File: src/rtl/hazard_ctrl.sv
// hazard_ctrl: pipeline sequencer for the 5-stage core.
// It drives the enable and flush signals of pc, if_id, id_ex, ex_mem and mem_wb.
// It resolves load-use hazards, branch redirects, imem/dmem waits and multi-cycle EX ops.
// After reset it fills the pipe with bubbles for INIT_CYCLES cycles.
// It keeps stall and flush performance counters and a sticky dmem-wait watchdog.
//
// Ports:
//   i_clk, i_rst_n                 clock (rising edge), async active-low reset
//   i_id_rs1/2, i_id_use_rs1/2     source registers of the instruction in ID
//   i_ex_rd, i_ex_mem_read         destination register of the EX instruction, and a load flag
//   i_ex_redirect                  taken branch/jump resolved in EX
//   i_ex_mc_start, i_ex_mc_done    multi-cycle EX op start / result valid
//   i_imem_valid, i_dmem_busy      fetch data valid / data memory not ready
//   o_*_en, o_*_flush              stage load enables and bubble inserts (combinational)
//   o_stall_cnt, o_flush_cnt       stall-cycle and redirect-flush counters
//   o_wdog_err                     sticky dmem-busy timeout
module hazard_ctrl #(
    parameter int unsigned INIT_CYCLES = 4,
    parameter int unsigned WDOG_MAX    = 255,
    parameter int unsigned CNT_W       = 32
) (
    input  logic             i_clk,
    input  logic             i_rst_n,
    input  logic [4:0]       i_id_rs1,
    input  logic [4:0]       i_id_rs2,
    input  logic             i_id_use_rs1,
    input  logic             i_id_use_rs2,
    input  logic [4:0]       i_ex_rd,
    input  logic             i_ex_mem_read,
    input  logic             i_ex_redirect,
    input  logic             i_ex_mc_start,
    input  logic             i_ex_mc_done,
    input  logic             i_imem_valid,
    input  logic             i_dmem_busy,
    output logic             o_pc_en,
    output logic             o_if_id_en,
    output logic             o_if_id_flush,
    output logic             o_id_ex_en,
    output logic             o_id_ex_flush,
    output logic             o_ex_mem_en,
    output logic             o_ex_mem_flush,
    output logic             o_mem_wb_en,
    output logic [CNT_W-1:0] o_stall_cnt,
    output logic [CNT_W-1:0] o_flush_cnt,
    output logic             o_wdog_err
);

    localparam int unsigned INIT_W = (INIT_CYCLES > 1) ? $clog2(INIT_CYCLES) : 1;
    localparam int unsigned WD_W   = $clog2(WDOG_MAX + 1);

    typedef enum logic [1:0] {
        ST_INIT    = 2'd0,
        ST_RUN     = 2'd1,
        ST_MC_WAIT = 2'd2
    } state_t;

    state_t            state;
    state_t            state_nxt;
    logic [INIT_W-1:0] init_cnt;
    logic [WD_W-1:0]   wd_cnt;
    logic [WD_W-1:0]   wd_inc;
    logic              load_use_c;
    logic              redirect_evt_c;

    // The load in EX writes a register that the instruction in ID reads; x0 never hazards.
    assign load_use_c = i_ex_mem_read && (i_ex_rd != 5'd0) &&
                        ((i_id_use_rs1 && (i_id_rs1 == i_ex_rd)) ||
                         (i_id_use_rs2 && (i_id_rs2 == i_ex_rd)));

    // The watchdog increment saturates at WDOG_MAX.
    assign wd_inc = (wd_cnt == WD_W'(WDOG_MAX)) ? wd_cnt : wd_cnt + WD_W'(1);

    // State register
    always_ff @(posedge i_clk or negedge i_rst_n) begin
        if (!i_rst_n) begin
            state <= ST_INIT;
        end else begin
            state <= state_nxt;
        end
    end

    // Next state and stage controls
    always_comb begin
        state_nxt      = state;
        redirect_evt_c = 1'b0;
        o_pc_en        = 1'b1;
        o_if_id_en     = 1'b1;
        o_if_id_flush  = 1'b0;
        o_id_ex_en     = 1'b1;
        o_id_ex_flush  = 1'b0;
        o_ex_mem_en    = 1'b1;
        o_ex_mem_flush = 1'b0;
        o_mem_wb_en    = 1'b1;

        unique case (state)
            ST_INIT: begin
                o_pc_en        = 1'b0;
                o_if_id_flush  = 1'b1;
                o_id_ex_flush  = 1'b1;
                o_ex_mem_flush = 1'b1;
                if (init_cnt == INIT_W'(INIT_CYCLES - 1)) begin
                    state_nxt = ST_RUN;
                end
            end
            ST_RUN: begin
                if (i_dmem_busy) begin
                    o_pc_en     = 1'b0;
                    o_if_id_en  = 1'b0;
                    o_id_ex_en  = 1'b0;
                    o_ex_mem_en = 1'b0;
                    o_mem_wb_en = 1'b0;
                end else if (i_ex_redirect) begin
                    o_if_id_flush  = 1'b1;
                    o_id_ex_flush  = 1'b1;
                    redirect_evt_c = 1'b1;
                end else if (i_ex_mc_start && !i_ex_mc_done) begin
                    // If start and done arrive in the same cycle, the op is already complete.
                    o_pc_en        = 1'b0;
                    o_if_id_en     = 1'b0;
                    o_id_ex_en     = 1'b0;
                    o_ex_mem_flush = 1'b1;
                    state_nxt      = ST_MC_WAIT;
                end else if (load_use_c) begin
                    o_pc_en       = 1'b0;
                    o_if_id_en    = 1'b0;
                    o_id_ex_flush = 1'b1;
                end else if (!i_imem_valid) begin
                    o_pc_en       = 1'b0;
                    o_if_id_flush = 1'b1;
                end
            end
            ST_MC_WAIT: begin
                if (i_dmem_busy) begin
                    o_pc_en     = 1'b0;
                    o_if_id_en  = 1'b0;
                    o_id_ex_en  = 1'b0;
                    o_ex_mem_en = 1'b0;
                    o_mem_wb_en = 1'b0;
                end else if (i_ex_mc_done) begin
                    state_nxt = ST_RUN;
                end else begin
                    o_pc_en        = 1'b0;
                    o_if_id_en     = 1'b0;
                    o_id_ex_en     = 1'b0;
                    o_ex_mem_flush = 1'b1;
                end
            end
            default: begin
                o_pc_en   = 1'b0;
                state_nxt = ST_INIT;
            end
        endcase

        // Asserting reset forces the reset controls in the same cycle, independent of state.
        if (!i_rst_n) begin
            o_pc_en        = 1'b0;
            o_if_id_en     = 1'b0;
            o_id_ex_en     = 1'b0;
            o_ex_mem_en    = 1'b0;
            o_mem_wb_en    = 1'b0;
            o_if_id_flush  = 1'b1;
            o_id_ex_flush  = 1'b1;
            o_ex_mem_flush = 1'b1;
            redirect_evt_c = 1'b0;
        end
    end

    // Post-reset bubble-fill counter
    always_ff @(posedge i_clk or negedge i_rst_n) begin
        if (!i_rst_n) begin
            init_cnt <= '0;
        end else if (state == ST_INIT) begin
            init_cnt <= init_cnt + INIT_W'(1);
        end else begin
            init_cnt <= '0;
        end
    end

    // dmem-busy watchdog; the error flag is sticky until reset
    always_ff @(posedge i_clk or negedge i_rst_n) begin
        if (!i_rst_n) begin
            wd_cnt     <= '0;
            o_wdog_err <= 1'b0;
        end else if ((state != ST_INIT) && i_dmem_busy) begin
            wd_cnt <= wd_inc;
            if (wd_inc == WD_W'(WDOG_MAX)) begin
                o_wdog_err <= 1'b1;
            end
        end else begin
            wd_cnt <= '0;
        end
    end

    // Performance counters; they wrap and are frozen in INIT
    always_ff @(posedge i_clk or negedge i_rst_n) begin
        if (!i_rst_n) begin
            o_stall_cnt <= '0;
            o_flush_cnt <= '0;
        end else if (state != ST_INIT) begin
            if (!o_pc_en) begin
                o_stall_cnt <= o_stall_cnt + CNT_W'(1);
            end
            if (redirect_evt_c) begin
                o_flush_cnt <= o_flush_cnt + CNT_W'(1);
            end
        end
    end

endmodule
File: config.mk
export PLATFORM = sky130hd
export DESIGN_NAME = hazard_ctrl
export DESIGN_NICKNAME = d
export VERILOG_FILES = /design/src/rtl/hazard_ctrl.sv
export SDC_FILE = /design/constraint.sdc
export NUM_CORES = 1
export LEC_CHECK = 0
export CAP_MARGIN = 15
export CORE_UTILIZATION = 30
export CTS_BUF_LIST = sky130_fd_sc_hd__clkbuf_8
export DETAILED_ROUTE_END_ITERATION = 16
export SYNTH_ARGS = -nofsm -noshare
export SYNTH_HDL_FRONTEND = slang
export SYNTH_SLANG_ARGS = --single-unit
File: constraint.sdc
create_clock -name i_clk -period 1.92 [get_ports i_clk]
set_input_delay 0.288 -clock i_clk [delete_from_list [all_inputs] [get_ports i_clk]]
set_output_delay 0.288 -clock i_clk [all_outputs]
set_load 0.02 [all_outputs]
==> summary.md, run 1 <==
| Metric | Value |
|---|---|
| Synth Register Bits | `77` |
| Share of cells above drive strength 1 | `28.42%` |
| CTS Buf Count | `9` |
| Max Root-Sink Buffers | `2` |
| RSZ-0062 raised after global routing | `yes` |
| CTS tree | `built` |
| Die Ht | `119.0 microns` |
| Number of flops mapped to enable cells by yosys | `0` |
| Gp weighted congestion | `0.7860` |
| CP max-delay cell | `dfrtp_1` |
| Sink Count | `77` |
| FP Rows | `42` |
| Max Slew Vio Count | `0` |
| Worst path cell trace | `inv_2 -> ha_4 -> and2b_2 -> buf_6 -> o211ai_2 -> a21oi_2 -> a2bb2oi_4 -> buf_12 -> nand4b_1 -> xnor2_1` |
| Worst hold path type | `flip-flop to flip-flop` |
| Core area | `13300 sq um` |
| Synth Net Count | `416` |
| Crit path required time | `2.19 ns` |
| Final Hold Viols | `0` |
| Sw frac | `33.69%` |
| Routed len/inst | `13.54 microns` |
| Clock share of power | `25.4%` |
| DRC violation count after routing | `0` |
| Sequential Power Share | `32.2%` |
| Final Critical Period | `2.051 ns` |
| Syn Area/Cell | `10.73 sq um` |
| Area grow syn2layout | `54.51%` |
| Placed Instances | `717` |
| Vias | `3428` |
| Drt total wl | `10000 microns` |
| Starting Density | `30.91%` |
| Max VDD drop | `0.0004304 V` |
| Setup Skew | `0.009519 ns` |
| Mapped cell area | `4109 sq um` |
| Largest stage delay, worst path | `0.41 ns` |
| Failing checks | `negative setup slack` |
| Post-synthesis sequential area ratio | `46.89%` |
| Pre-antenna DRT Iters | `4` |
| Total GRT Usage | `14.53%` |
| Power Total | `6168 uW` |
| CP Class | `flip-flop to flip-flop` |
| Worst Setup End Kind | `flip-flop` |
| Pin count of the biggest net entering global routing | `36` |
| Slew at the pin with the worst max-slew slack | `0.4774 ns` |
| Vias in the first global route | `3424` |
| Crit path launch type | `flip-flop` |
| Nets | `591` |
| Cells after Synth | `383` |
| Combinational share of power | `42.3%` |
| Final period utilization | `106.8%` |
| Final setup viols | `40` |
| Clock latency on the worst-skew pair | `0.35 ns` |
| Leak | `0.002710 uW` |
| DRT antenna net count | `0` |
| Initial antenna violation count | `0` |
| CTS root buf | `clkbuf_8` |
| FILL cells | `1235` |
| Main synth FF type | `dfrtp_1` |
| Int Pwr | `4090 uW` |
| Mean number of vias per cell | `4.639` |
| Iter 0 DRT Violations | `88` |
| Maxcap violations | `0` |
| Yosys Warn Count | `0` |
| FMAX | `0.4876 GHz` |
| Port bufs | `97` |
| Antenna Diode Count | `0` |
| WP data arrival | `2.32 ns` |
| Crit-path max FO | `15` |
| Grt total ovfl | `0` |
| Asr flop ratio synth | `100.0%` |
| Reg clk slew, reported paths | `0.08 ns` |
| I/O pin total | `98` |
| Switching Power | `2078 uW` |
| Pwr dens | `971.5 nW/um^2` |
| Run status | `finished, violations left` |
| H-Tree Depth | `3` |
| Post-DP HPWL | `7456 microns` |
| Fin cells | `739` |
| First-pass GRT wire length | `16580 microns` |
| Distinct cells, synth | `57` |
| Post-route setup slack | `-0.1308 ns` |
| Max-Slew Margin vs Limit | `68.09%` |
| Die width | `119.0 microns` |
| Die area | `14170 sq um` |
-- cell usage in the layout, fill, tap and decap left out, drive strengths merged, types with 13 or more instances in the layout --
| cell | synthesis | routed |
|---|---|---|
| buf | 8 | 88 |
| clkdlybuf4s50 | 0 | 74 |
| dfrtp | 77 | 77 |
| nand2 | 33 | 33 |
| nand3 | 24 | 24 |
| nand4 | 19 | 19 |
| nor2 | 24 | 24 |
| nor3 | 13 | 13 |
| xnor2 | 40 | 40 |
| xor2 | 36 | 36 |
-- layer usage --
metal	up-vias	global-route usage, %	share of wire, %
met5	-	0	0
met4	0	5.142	1.0
met3	6	3.113	3.3
met2	53	24.13	50
met1	1679	18.54	45
li1	1690	-	-
-- path summary, 6_finish.rpt --
kind,from,to,slack (ns),cells after the start
min in group asynchronous,i_rst_n,o_flush_cnt[28],0.53,3
worst min-delay path,init_cnt[0],init_cnt[0],0.44,1
worst max register to register,state[1],o_stall_cnt[14],-0.13,10
worst max-delay path,state[1],o_stall_cnt[14],-0.13,10
worst min register to register,init_cnt[0],init_cnt[0],0.44,1
max in group asynchronous,i_rst_n,wd_cnt[2],0.94,3
-- power groups by stage --
stage | clock, uW | sequential [uW] | combinational (uW)
CTS | 1610 | 1970 | 2510
floorplan | 0 | 2140 | 1110
global placement | 0 | 1980 | 2370
finish | 1570 | 1990 | 2610
detailed placement | 0 | 1990 | 2390
global route | 1680 | 2020 | 2810
-- logic make-up after synthesis --
| kind of cell | after synthesis | synth area share (%) |
|---|---|---|
| AND/OR/NAND/NOR | 168 | 25.52 |
| flip-flops | 77 | 46.89 |
| XOR/XNOR | 76 | 16.20 |
| AO/OA/AOI/OAI | 29 | 5.238 |
| buffers and inverters | 21 | 2.679 |
| adder cells (fa/ha/maj) | 8 | 2.436 |
| multiplexers | 4 | 1.035 |
-- through the flow --
step | util (%) | hold slack, ns | cell area, sq um | setup slack (ns) | setup TNS [ns]
after floorplan | - | -0.007591 | 4143 | -0.02027 | -0.1231
after global placement | 43.76 | 0.3068 | 5818 | -0.8233 | -22.05
after detailed placement | 43.76 | 0.3103 | 5818 | -0.8551 | -22.70
after CTS | 46.63 | 0.4372 | 6200 | -0.1147 | -2.826
after global routing | 47.75 | 0.4461 | 6349 | -0.2217 | -8.096
final | 47.75 | 0.4368 | 6349 | -0.1308 | -3.283
-- critical path, delay by kind of cell (launching register included) --
kind                     cells  cell delay [ns]
AND/OR/NAND/NOR              2             0.32
adder cells (fa/ha/maj)      1             0.14
AO/OA/AOI/OAI                3             0.55
buffers and inverters        3             0.42
flip-flops                   1             0.41
XOR/XNOR                     1             0.14
-- flip-flops by register name, summed over array words and instances, names as in the netlist --
name         flops
o_stall_cnt     32
wd_cnt           8
init_cnt         2
o_flush_cnt     32
o_wdog_err       1
state            2
-- repair_timing --
item,4_1_cts,5_1_grt
endpoints found under the setup margin,51,63
gates cloned,0,0
hold buffers,1,0
hold endpoints to repair,13,0
pin swaps,22,7
gates resized for setup,92,27
setup buffers,2,3
-- cells in the mapped netlist, types with 3 or more instances --
cell | n | area, sq um
dfrtp_1 | 77 | 1927
xnor2_1 | 40 | 350.3
xor2_1 | 36 | 315.3
nand2_1 | 33 | 123.9
nand3_1 | 24 | 120.1
nor2_1 | 24 | 90.09
nand4_1 | 18 | 112.6
nor3_1 | 12 | 60.06
inv_1 | 9 | 33.78
and3_1 | 8 | 50.05
ha_1 | 8 | 100.1
and2_1 | 6 | 37.54
nor4_2 | 6 | 75.07
a21oi_1 | 5 | 25.02
and4_1 | 4 | 35.03
nand2b_1 | 4 | 25.02
nor4b_2 | 4 | 60.06
o21ai_0 | 4 | 20.02
a31oi_1 | 3 | 18.77
buf_6 | 3 | 33.78
clkbuf_1 | 3 | 11.26
nand4b_1 | 3 | 26.28
nor2b_1 | 3 | 18.77
o22ai_1 | 3 | 18.77
-- cell type report --
class                   instances  area (sq um)  area share, %
multi-input cells             285          2342          36.89
flip-flops and latches         77          1928          30.37
repair buffers                175          1563          24.62
well taps                     176         220.2          3.469
clock inverters                 7         131.4          2.069
clock buffers                   9         123.9          1.951
inverters                      10         40.04         0.6307
No activity file was read; power rests on OpenSTA's default activity.
==> inputs of run 2 (changes only) <==
--- a/config.mk
+++ b/config.mk
@@ -9,6 +9,7 @@
 export CORE_UTILIZATION = 30
 export CTS_BUF_LIST = sky130_fd_sc_hd__clkbuf_8
 export DETAILED_ROUTE_END_ITERATION = 16
+export GPL_TIMING_DRIVEN = 0
 export SYNTH_ARGS = -nofsm -noshare
 export SYNTH_HDL_FRONTEND = slang
 export SYNTH_SLANG_ARGS = --single-unit
==> summary.md, run 2 (synthesized netlist as in run 1, its figures left out) <==
| Metric | Value |
|---|---|
| Final Hold Viols | `0` |
| Final period utilization | `109.0%` |
| Final Critical Period | `2.093 ns` |
| DRC violation count after routing | `0` |
| Power Total | `6295 uW` |
| Pre-antenna DRT Iters | `4` |
| Share of cells above drive strength 1 | `30.32%` |
| Drt total wl | `10510 microns` |
| Pin count of the biggest net entering global routing | `57` |
| Buffers and inverters on the worst path | `3` |
| CTS root buf | `clkbuf_8` |
| Largest stage delay, worst path | `0.42 ns` |
| CP top delay family | `compound AO/OA/AOI/OAI gates` |
| Cell area after layout | `6326 sq um` |
| Max Slew Vio Count | `0` |
| Post-DP HPWL | `6809 microns` |
| Largest registers | `o_flush_cnt (32), o_stall_cnt (32), wd_cnt (8)` |
| Worst hold path type | `input pin to async pin` |
| Sink Count | `77` |
| Nets | `560` |
| I/O pin total | `98` |
| Grt total ovfl | `0` |
| RSZ-0062 raised after global routing | `yes` |
| Clock latency on the worst-skew pair | `0.37 ns` |
| Commonest non-fill, non-tap cell in the layout | `clkdlybuf4s50_1` |
| Iter 0 DRT Violations | `85` |
| Starting Density | `30.91%` |
| Die area | `14170 sq um` |
| Antenna Diode Count | `0` |
| Most used cell, CP | `buf_6` |
| Die width | `119.0 microns` |
| Routed len/inst | `14.87 microns` |
| Leak | `0.002598 uW` |
| Post-route setup slack | `-0.1730 ns` |
| H-Tree Depth | `3` |
| Mean number of vias per cell | `4.769` |
| Max VDD drop | `0.0005393 V` |
| Vias in the first global route | `3409` |
| Failing checks | `negative setup slack` |
| Area grow syn2layout | `53.96%` |
| Worst Setup End Kind | `flip-flop` |
| Reg clk slew, reported paths | `0.08 ns` |
| FMAX | `0.4778 GHz` |
| CTS tree | `built` |
| Maxcap violations | `0` |
| FP Rows | `42` |
| Die Ht | `119.0 microns` |
| Max Root-Sink Buffers | `2` |
| Pwr dens | `995.1 nW/um^2` |
| Most frequent cells in the layout | `73 x clkdlybuf4s50_1, 69 x dfrtp_1, 38 x xnor2_1` |
| CTS Buf Count | `9` |
| Worst hold slack | `0.07509 ns` |
| Port bufs | `96` |
| Vias | `3372` |
| Core area | `13300 sq um` |
| Initial antenna violation count | `0` |
| Total GRT Usage | `14.67%` |
| First-pass GRT wire length | `16540 microns` |
| Cell area after placement | `5349 sq um` |
| Crit path launch type | `flip-flop` |
| Worst path cell trace | `inv_2 -> ha_4 -> nand3b_1 -> buf_6 -> a21oi_4 -> a2bb2oi_4 -> buf_6 -> mux2_4` |
| WP data arrival | `2.34 ns` |
| Crit path required time | `2.16 ns` |
| Gp weighted congestion | `0.7924` |
| Slew at the pin with the worst max-slew slack | `0.7985 ns` |
| Final setup viols | `37` |
| Max-Slew Margin vs Limit | `46.59%` |
| DRT antenna net count | `0` |
| Setup Skew | `0.01118 ns` |
| CP max-delay cell | `dfrtp_1` |
| Run status | `finished, violations left` |
| CP Class | `flip-flop to flip-flop` |
| Crit-path max FO | `6` |
[run 2: cell types whose count changed in the layout (fill, tap and decap cells not counted), sizes merged]
cell           previous run  this run
inv                      12         9
dlygate4sd2              11        10
clkinvlp                  0         2
bufinv                    4         2
dlygate4sd3               1         3
clkinv                    1         3
clkbuf                    9        11
buf                      88        55
clkdlybuf4s50            74        73
[run 2: metal layers]
metal  GRT usage, %  up-vias  share of wire, %
met4          4.509        0               1.2
met3          3.640       11               3.9
li1               -     1632                 -
met1          18.30     1671                45
met2          24.82       58                50
met5              0        -                 0
[run 2: final timing paths]
| path | start | to | slack [ns] | cells past startpoint |
|---|---|---|---|---|
| worst min-delay path | i_rst_n | o_stall_cnt[2] | 0.08 | 3 |
| min in group i_clk | i_ex_redirect | o_flush_cnt[8] | 0.41 | 4 |
| worst max register to register | state[0] | o_stall_cnt[1] | -0.17 | 8 |
| max in group asynchronous | i_rst_n | o_stall_cnt[20] | 0.60 | 3 |
| worst max-delay path | state[0] | o_stall_cnt[1] | -0.17 | 8 |
| worst min register to register | init_cnt[0] | init_cnt[0] | 0.45 | 1 |
[run 2: through the flow]
stage,util [%],instances,setup TNS (ns),setup slack [ns]
floorplan,-,383,-0.1231,-0.02027
global placement,40.04,655,-404.13,-3.479
detailed placement,40.23,656,-28.22,-0.9747
CTS,45.35,695,-3.412,-0.1511
global route,47.58,707,-6.835,-0.2245
finish,47.58,707,-3.925,-0.1730
[run 2: what timing repair did]
action / CTS / global route
endpoints found under the setup margin: 64 / 59
buffers inserted: 22 / 12
hold buffers: 2 / 2
pin swaps: 51 / 32
resized for setup: 127 / 57
gates cloned: 2 / 0
endpoints found under the hold margin: 15 / 18
[run 2: final cells by class]
type / count / area [sq um]
fill: 1216 / 6969
multi-input combinational: 285 / 2527
sequential: 77 / 1937
timing repair buffer: 137 / 1329
tap: 176 / 220.2
clock buffer: 9 / 123.9
clock inverter: 6 / 88.84
buffer: 7 / 62.56
inverter: 10 / 37.54
[run 2: power breakdown]
part           total (uW)  switching [uW]  internal [uW]
clock network        1340             621            724
registers            2040             233           1800
logic                2910            1460           1460
[run 2: worst reg2reg max path: cells and delay by family (launching register included)]
family	cells	cell delay, ns
AOI/OAI and AO/OA	2	0.50
buffers and inverters	3	0.48
DFF	1	0.42
and+or+nand+nor	1	0.12
adders and majority gates	1	0.15
muxes	1	0.31
==> inputs of run 3 (changes only) <==
--- a/config.mk
+++ b/config.mk
@@ -8,8 +8,10 @@
 export CAP_MARGIN = 15
 export CORE_UTILIZATION = 30
 export CTS_BUF_LIST = sky130_fd_sc_hd__clkbuf_8
+export CTS_CLUSTER_SIZE = 24
 export DETAILED_ROUTE_END_ITERATION = 16
 export GPL_TIMING_DRIVEN = 0
+export SLEW_MARGIN = 40
 export SYNTH_ARGS = -nofsm -noshare
 export SYNTH_HDL_FRONTEND = slang
 export SYNTH_SLANG_ARGS = --single-unit
==> summary.md, run 3 (synthesized netlist as in run 1, its figures left out) <==
| Metric | Value |
|---|---|
| Run status | `finished, violations left` |
| Failing checks | `negative hold slack, negative setup slack` |
| Crit-path max FO | `3` |
| Final Critical Period | `2.088 ns` |
| Leak | `0.002690 uW` |
| Routed len/inst | `14.60 microns` |
| Drt total wl | `10410 microns` |
| Clock latency on the worst-skew pair | `0.36 ns` |
| Area grow syn2layout | `54.54%` |
| Worst hold path type | `input pin to async pin` |
| Setup Skew | `0.009799 ns` |
| Cts-stage hold buffer count | `3` |
| Reg2Reg Launch Point | `state[1]` |
| Post-route setup slack | `-0.1684 ns` |
| DP Worst Slack | `-0.9397 ns` |
| WP data arrival | `1.80 ns` |
| Worst hold slack | `-0.1008 ns` |
| Final setup viols | `50` |
| Die area | `14170 sq um` |
| CTS root buf | `clkbuf_8` |
| Setup_tns | `-3.604 ns` |
| Post-DP HPWL | `6770 microns` |
| Final core utilization | `47.76%` |
| Critical path launch point | `state[0]` |
| Antenna Diode Count | `0` |
| CTS tree | `built` |
| Max VDD drop | `0.0006567 V` |
| Mean number of vias per cell | `4.732` |
| Met1 wire length | `4623 microns` |
| Share of cells above drive strength 1 | `28.86%` |
| Sink Count | `77` |
| Vias | `3374` |
| H-Tree Depth | `3` |
| DR WL met3 | `389 microns` |
| Pwr dens | `1010 nW/um^2` |
| Total GRT Usage | `14.96%` |
| Gp weighted congestion | `0.7924` |
| Largest registers | `o_flush_cnt (32), o_stall_cnt (32), wd_cnt (8)` |
| Final period utilization | `108.8%` |
| Commonest non-fill, non-tap cell in the layout | `clkdlybuf4s50_1` |
| CTS Buf Count | `9` |
| First-pass GRT wire length | `16890 microns` |
| Die width | `119.0 microns` |
| Final Hold Viols | `52` |
| Iter 0 DRT Violations | `82` |
| Slew at the pin with the worst max-slew slack | `0.5515 ns` |
| DRT antenna net count | `0` |
| DRC violation count after routing | `0` |
| Max-Slew Margin vs Limit | `63.24%` |
| Pre-antenna DRT Iters | `4` |
| Reg clk slew, reported paths | `0.08 ns` |
| Max Slew Vio Count | `0` |
| Grt total ovfl | `0` |
| Maxcap violations | `0` |
| Die Ht | `119.0 microns` |
| Pin count of the biggest net entering global routing | `58` |
| Most frequent cells in the layout | `73 x clkdlybuf4s50_1, 70 x dfrtp_1, 40 x xnor2_1` |
| Nets | `566` |
| FP Rows | `42` |
| RSZ-0062 raised after global routing | `yes` |
| Metal2 WL | `5213 microns` |
| Max Root-Sink Buffers | `2` |
| Vias in the first global route | `3483` |
| Starting Density | `30.91%` |
| Core area | `13300 sq um` |
| I/O pin total | `98` |
| Top sig layer | `met4` |
| CP Class | `flip-flop to output port` |
| FMAX | `0.4788 GHz` |
| Initial antenna violation count | `0` |
| Crit path required time | `1.63 ns` |
| Crit path launch type | `flip-flop` |
| Worst Setup End Kind | `output port` |
| Port bufs | `96` |
==> run 3: final timing paths <==
| check | cells past startpoint | end | slack (ns) |
|---|---|---|---|
| setup / recovery | 7 | o_ex_mem_flush | -0.17 |
| setup reg to reg | 11 | o_stall_cnt[22] | -0.15 |
| min in group i_clk | 3 | o_flush_cnt[0] | 0.41 |
| hold reg to reg | 1 | init_cnt[0] | 0.44 |
| hold / removal | 2 | o_stall_cnt[16] | -0.10 |
| max in group asynchronous | 4 | o_stall_cnt[20] | 1.20 |
==> run 3: cell type report <==
| cell class | instances | area [sq um] |
|---|---|---|
| Clock buffer | 10 | 137.6 |
| Timing Repair Buffer | 141 | 1394 |
| Sequential cell | 77 | 1936 |
| Multi-Input combinational cell | 285 | 2457 |
| Inverter | 10 | 37.54 |
| Buffer | 9 | 92.59 |
| Tap cell | 176 | 220.2 |
| Clock inverter | 5 | 75.07 |
| Fill cell | 1220 | 6945 |
==> run 3: metrics by stage <==
step                      total power, uW  instance area (sq um)  cells  hold slack (ns)
final                                6412                   6350    713          -0.1008
after global routing                 6731                   6350    713         -0.09318
after CTS                            6154                   6137    706         -0.08840
after detailed placement             4024                   5353    656           0.1720
after global placement               3982                   5324    655           0.4155
after floorplan                      3250                   4143    383        -0.007591
==> run 3: report_power, final <==
group / total (uW) / leakage [uW] / internal, uW / switching, uW
sequential: 2010 / 0.000958 / 1800 / 205
clock: 1350 / 0.000112 / 753 / 595
combinational: 3060 / 0.00162 / 1570 / 1490
total: 6410 / 0.00269 / 4130 / 2290
==> run 3: timing repair <==
item                                    CTS  global route
endpoints found under the setup margin   64            61
gates cloned                              1             1
gates resized for setup                 125            34
pin swaps                                48            34
setup buffers                            32             7
hold endpoints to repair                 25            52
==> run 3: critical path: stages, from the launching register on <==
cell	delay [ns]
dfrtp_1	0.41
inv_2	0.13
ha_4	0.15
buf_4	0.11
a31oi_1	0.04
o31a_1	0.30
o21ai_1	0.12
buf_4	0.17
==> run 3: routing by layer <==
metal,vias to the layer above,GRT usage [%]
met5,-,0
met4,0,6.646
met3,12,2.490
met2,70,24.85
met1,1645,19.03
li1,1647,-
